## src/rtl/bcd_to_dec_serializer.sv

```systemverilog
// Serialises a packed BCD word into one-hot decimal lamp codes, most significant digit first,
// with valid/ready handshakes on both sides and every output driven straight from a flop.
module bcd_to_dec_serializer #(
  parameter int DIGITS = 4
) (
  input  logic                  clk,
  input  logic                  rst_n,
  input  logic [4*DIGITS-1:0]   In,
  input  logic                  In_valid,
  output logic                  In_ready,
  output logic [9:0]            Out,
  output logic [2:0]            Out_idx,
  output logic                  Out_err,
  output logic                  Out_last,
  output logic                  Word_err,
  output logic                  Out_valid,
  input  logic                  Out_ready
);

  localparam int W = 4 * DIGITS;

  typedef enum logic {IDLE, SEND} state_t;

  state_t         state_q;
  logic [W-1:0]   sr_q, sr_d;
  logic [2:0]     cnt_q, cnt_d;
  logic           sticky_q, sticky_d;
  logic [9:0]     out_q;
  logic           err_q, last_q, werr_q, valid_q, ready_q;
  logic [3:0]     nib_in, nib_d;

  function automatic logic [9:0] bcd_onehot(input logic [3:0] n);
    return (n <= 4'd9) ? (10'd1 << n) : 10'd0;
  endfunction

  // Codes 10..14 are illegal; 15 is the legal "blank" code.
  function automatic logic bcd_illegal(input logic [3:0] n);
    return (n >= 4'd10) && (n != 4'hF);
  endfunction

  always_comb begin
    sr_d     = sr_q << 4;
    cnt_d    = cnt_q - 3'd1;
    sticky_d = sticky_q | err_q;
    nib_in   = In[W-1 -: 4];
    nib_d    = sr_d[W-1 -: 4];
  end

  // Outputs are precomputed for the digit that will be on display after the edge.
  always_ff @(posedge clk or negedge rst_n) begin
    if (!rst_n) begin
      state_q  <= IDLE;
      sr_q     <= '0;
      cnt_q    <= '0;
      sticky_q <= 1'b0;
      out_q    <= '0;
      err_q    <= 1'b0;
      last_q   <= 1'b0;
      werr_q   <= 1'b0;
      valid_q  <= 1'b0;
      ready_q  <= 1'b0;
    end else begin
      case (state_q)
        IDLE: begin
          if (In_valid && ready_q) begin
            state_q  <= SEND;
            sr_q     <= In;
            cnt_q    <= 3'(DIGITS - 1);
            sticky_q <= 1'b0;
            out_q    <= bcd_onehot(nib_in);
            err_q    <= bcd_illegal(nib_in);
            last_q   <= (DIGITS == 1);
            werr_q   <= bcd_illegal(nib_in);
            valid_q  <= 1'b1;
            ready_q  <= 1'b0;
          end else begin
            ready_q  <= 1'b1;
          end
        end
        SEND: begin
          if (Out_ready) begin
            if (cnt_q == 3'd0) begin
              state_q <= IDLE;
              out_q   <= '0;
              err_q   <= 1'b0;
              last_q  <= 1'b0;
              werr_q  <= 1'b0;
              valid_q <= 1'b0;
              ready_q <= 1'b1;
            end else begin
              sr_q     <= sr_d;
              cnt_q    <= cnt_d;
              sticky_q <= sticky_d;
              out_q    <= bcd_onehot(nib_d);
              err_q    <= bcd_illegal(nib_d);
              last_q   <= (cnt_d == 3'd0);
              werr_q   <= sticky_d | bcd_illegal(nib_d);
            end
          end
        end
        default: state_q <= IDLE;
      endcase
    end
  end

  assign In_ready  = ready_q;
  assign Out       = out_q;
  assign Out_idx   = cnt_q;
  assign Out_err   = err_q;
  assign Out_last  = last_q;
  assign Word_err  = werr_q;
  assign Out_valid = valid_q;

endmodule

```

## config.mk

```make
export PLATFORM = sky130hd
export DESIGN_NAME = bcd_to_dec_serializer
export DESIGN_NICKNAME = d
export VERILOG_FILES = /design/src/rtl/bcd_to_dec_serializer.sv
export SDC_FILE = /design/constraint.sdc
export NUM_CORES = 1
export LEC_CHECK = 0
export BUFFER_PORTS_ARGS = -buffer_cell sky130_fd_sc_hd__buf_2
export CAP_MARGIN = 10
export CORE_MARGIN = 2
export CORE_UTILIZATION = 38
export DETAILED_ROUTE_END_ITERATION = 7
export SYNTH_ARGS = -nofsm -noshare
export SYNTH_HDL_FRONTEND = slang
export SYNTH_SLANG_ARGS = --single-unit
```

## constraint.sdc

```tcl
create_clock -name clk -period 2.14 [get_ports clk]
set_input_delay 0.321 -clock clk [delete_from_list [all_inputs] [get_ports clk]]
set_output_delay 0.321 -clock clk [all_outputs]
set_load 0.02 [all_outputs]
```

# == Yosys cells after proc, flatten, opt, wreduce, memory -nomap -nowiden ==
# Index checks and enable logic that the tools add are counted.
# op_classes
add_sub_neg,1
order_cmp,4
eq_ne,6
shift,2
muxes,40
bitwise,3
reduce_logical,9
# ops
op,count
$mux 10,5
$mux 12,3
$pmux 12 s2,1
$pmux 10 s2,1
$shl 1x4->10 const A,2
$mux 1,19
$pmux 1 s2,7
$mux 3,3
$ge 4x4->1 const B,2
$le 4x4->1 const B,2
$ne 4x4->1 const B,2
$logic_not 3->1,2
$ne 2x2->1 const B,3
$pmux 3 s2,1
$reduce_and 3->1,2
$reduce_and 2->1,2
$logic_and 1x1->1,3
$sub 3x1->3 const B,1
$ne 2x1->1 const B,1
$or 1x1->1,2
$not 1->1,1
# totals
register_bits,32
input_bits,20
out_inout_bits,18
word_cells,75

# == Depth between registers and ports, before layout ==
# logic_depth
word_depth,6
depth_mapped,8
mapped_depth_nobuf,6

# == Worst setup path before layout ==
# Ideal clock, no wire load.
# synth_timing
kind,register to register
start,"register cnt_q[0], in the netlist Out_idx[0]"
end,register sr_q[8]
setup_ns,0.083
t_arrival_ns,1.563
t_required_ns,2.057
setup_slack_ns,0.495
stages_incl_launch_ff,9
path_buffers,2
synth_period_minus_slack_ns,1.645
cell_sequence,dfrtp_1 -> inv_1 -> ha_1 -> nand2b_4 -> a31oi_1 -> buf_4 -> buf_6 -> nand2_1 -> o21ai_0
# synth_between
elab_chain_len,3
# synth_lines
item,line,source
"start, declared",26,"logic [2:0] cnt_q, cnt_d;"
"start signal, assigned",68,cnt_q <= 3'(DIGITS - 1);
"start signal, assigned",92,cnt_q <= cnt_d;
$logic_not 3->1,82,if (cnt_q == 3'd0) begin
$ne 2x2->1 (no line),-,
$reduce_and 3->1 (no line),-,
"end signal, assigned",67,sr_q <= In;
"end signal, assigned",91,sr_q <= sr_d;
"end, declared",25,"logic [W-1:0] sr_q, sr_d;"
# No other way between the ends.
# A chain may end at the register's enable or synchronous reset.

# == Final worst setup path ==
# layout_timing
start,"register cnt_q[0], in the netlist Out_idx[0]"
end,"register cnt_q[2], in the netlist Out_idx[2]"
# layout_between
elab_chain_len,4
elab_cells_between_ends,7
classes_between,add/sub: 1; eq/ne: 1; mux: 3; reduce/logical: 2
# layout_lines
item,line,source
$sub 3x1->3,43,cnt_d = cnt_q - 3'd1;
$mux 3,82,
$mux 3,81,if (Out_ready) begin
$pmux 3 s2,63,case (state_q)
# Parallel ways exist; a longest one is shown, timed or not. The select of a mux whose other input is x is not followed.

==> results by group <==
Worst setup path
  • Peak per-stage delay on the critical path: 0.41 ns
  • Crit-path cells: inv_1 > ha_1 > nand2b_4 > a31oi_2 > buf_4 > nand2_1 > o211ai_1
  • Critical Path RT: 2.33 ns
  • Crit Reg-Reg Endpoint: Out_idx[2]$_DFFE_PN0P_
  • Reg2Reg Launch Point: Out_idx[0]$_DFFE_PN0P_
  • Setup crit end: Out_idx[2]$_DFFE_PN0P_
  • Setup CP Type: flop to flop
  • Crit-path slowest cell: dfrtp_1
  • CP Max Fanout: 29
  • Critical Path AT: ~1.9 ns
  • CP startpoint kind: flop
  • R2R depth: 7
  • Worst R2R Setup Slack: 0.43 ns
  • CP Capture Type: flop
  • Crit path launch: Out_idx[0]$_DFFE_PN0P_

CTS
  • Number of setup buffers added after CTS: 0
  • Worst-path clk slew: 0.07 ns
  • CTS Buffer Depth: 2
  • H-tree depth: 2
  • Clock Sinks: 32
  • Root Driver: clkbuf_8
  • Number of CTS-inserted buffers: 5
  • CTS tree: built
  • Resized cells post-CTS: 0
  • Hold-fix buffers, CTS: 0
  • Clk Latency, worst-skew pair: 0.28 ns

Floorplanning
  • Num ports: 38
  • Die Span Y: ~70 um
  • Core footprint: 0.00406 mm2
  • Initial core utilization: 40.3%
  • DIE WIDTH: 69.6 um
  • Site Rows: 23
  • Die area: around 0.0048 mm2

Cells and area
  • NumNets Final: about 230
  • Area growth syn-to-layout: 21.7%
  • Proportion of layout cells with a drive suffix above 1: between 20% and 30%
  • ANT cells: 0

Global route
  • Largest net degree at the start of global routing: 33
  • Gr busiest metal: met2
  • Met1 GRT Util: 21.3%
  • Antenna violations before repair: 0
  • First-pass GRT wire length: 6.35 mm
  • GR Layer Usage met2: 25.5%
  • Met3 usage: 5.67%
  • Vias in the first global route: 1358
  • Overall Global Routing Usage: 16.5%
  • Total grt overflow: 0

Power
  • Leak Pwr: 0.970 nW
  • Power density over the cells: 1450 mW/mm2
  • Max rail drop VDD: 0.467 mV

Route
  • Via count: 1358
  • DR pass1 iterations: 4
  • # DRC: 0
  • Final Routed Wirelength: 3.43 mm
  • ANT nets after route: 0
  • WL/cell: 13.2 um
  • Vias/cell: 5.22
  • DR iter-0 viols: 77

STA
  • Fmax: 585 MHz
  • Endpoints failing setup: 0
  • Post-route clock period utilization: 79.8%
  • Slew Viols, Final: 0
  • Final worst path period need: between 1.5 and 2 ns
  • Fin. Hold Viols: 0
  • Minimum hold slack: ~0.085 ns
  • Slew @ Worst Pin: ~0.71 ns
  • Clock Skews: 0.00397 ns
  • TNS Setup: 0 ns
  • Unrepaired setup endpoints after global routing: no
  • Slew Limit Headroom: 52.5%

Synth
  • Number of synthesized flops with an enable pin: 0
  • Syn_nets: ~190
  • Mapped Area: 0.00163 mm2
  • Ys flop type: dfrtp_1
  • Yosys top cell area share: 49.0%
  • Synth warnings: 0
  • Register area share after synthesis: about half
  • Most numerous cell in the Yosys netlist: dfrtp_1
  • Syn Area/Cell: around 9.6 um2
  • Largest cells by area after synthesis: dfrtp_1 49%, nand2_1 6.0%, mux2i_1 4.9%
  • Share of async-settable or async-resettable flops after synthesis: between 90% and 100%
  • Yosys top cell by area: dfrtp_1
  • Commonest cells in the synthesized netlist: 32 x dfrtp_1, 26 x nand2_1, 15 x nor2_1, 13 x o21ai_0, 10 x a21oi_1
  • #FFs+latches synth: 32
  • Distinct cells, synth: 38
  • Syn Inst Count: 171

Placed design
  • IO buf count: 37
  • Dpl hpwl: roughly 2.5 mm
  • RePlAce Congestion: 0.852

Min path
  • Min-Delay Path Class: input port to asynchronous set/reset pin

Outcome
  • Status: finished clean

Run
  • Maxcap violations: 0
-- kinds of logic after synthesis --
group / Yosys count / synth area share [%]
compound gates: 43 / 16.8
buf+inv: 14 / 4.36
fa+ha+maj: 3 / 2.30
flops: 32 / 49.0
mux: 8 / 4.90
simple gates: 71 / 22.6
-- state kept, by name, summed over array words and instances, names as in the netlist --
| signal | count |
|---|---|
| In_ready | 1 |
| Out | 10 |
| Out_err | 1 |
| Out_idx | 3 |
| Out_last | 1 |
| Out_valid | 1 |
| Word_err | 1 |
| sr_q | 12 |
| state_q | 1 |
| sticky_q | 1 |
-- routing by layer --
metal,wire (um),up-vias
li1,-,680
met1,1530,628
met2,1620,45
met3,229,5
met4,51,0
met5,0,-
-- critical path: cells and delay by family, from the launching register on --
family                   cells  cell delay [ns]
buffers and inverters        2             0.41
adder cells (fa/ha/maj)      1             0.25
flip-flops                   1             0.41
AO/OA/AOI/OAI                2             0.36
AND/OR/NAND/NOR              2             0.19
-- power by group --
group          total, mW  internal [mW]  switching [mW]
Clock              0.630          0.411           0.220
Combinational       1.20          0.489           0.715
Sequential          1.04          0.850           0.188
Total               2.87           1.75            1.12
-- cell usage in the layout (no fill, tap or decap), drive strengths merged, types with 2 or more instances in the layout --
cell type / synthesis / final
nand2: 26 / 26
nor3: 4 / 4
nand4b: 2 / 2
nand2b: 7 / 7
o221ai: 3 / 3
a31oi: 3 / 3
o21ai: 14 / 14
and3: 3 / 3
o22a: 2 / 2
o211ai: 2 / 2
a21oi: 10 / 10
buf: 8 / 41
dfrtp: 32 / 32
nand3b: 4 / 4
clkbuf: 2 / 7
mux2i: 8 / 8
o32a: 2 / 2
nand3: 3 / 3
o21a: 4 / 4
inv: 4 / 4
ha: 3 / 3
nor2: 15 / 15
-- cell type report --
class                           count  area, um2
Clock buffer                        7       96.3
Tap cell                           50       62.6
Sequential cell                    32        801
Multi-Input combinational cell    125        768
Fill cell                         395       2070
Clock inverter                      1       30.0
Inverter                            4       15.0
Timing Repair Buffer               41        215
-- how the worst min path moves through the flow --
stage | from | endpoint | slack [ns] | cells after the start
after floorplan | rst_n | In_ready$_DFFE_PN0P_ | 0.03 | 0
after global placement | rst_n | Out_err$_DFFE_PN0P_ | 0.41 | 1
after detailed placement | rst_n | In_ready$_DFFE_PN0P_ | 0.42 | 1
after CTS | rst_n | In_ready$_DFFE_PN0P_ | 0.11 | 1
after global routing | rst_n | Word_err$_DFFE_PN0P_ | 0.14 | 1
final | rst_n | Out_valid$_DFFE_PN0P_ | 0.09 | 1
-- through the flow --
step	setup WS, ns	cell area [um2]	total power [mW]	util (%)	instances
after floorplan	0.495	1630	1.92	-	171
after global placement	0.490	1860	2.22	45.9	252
after detailed placement	0.432	1860	2.27	45.9	252
after CTS	0.408	1990	2.91	49.0	260
after global routing	0.261	1990	3.14	49.0	260
final	0.432	1990	2.87	49.0	260
Note: power is estimated with default switching activity, not from simulation.
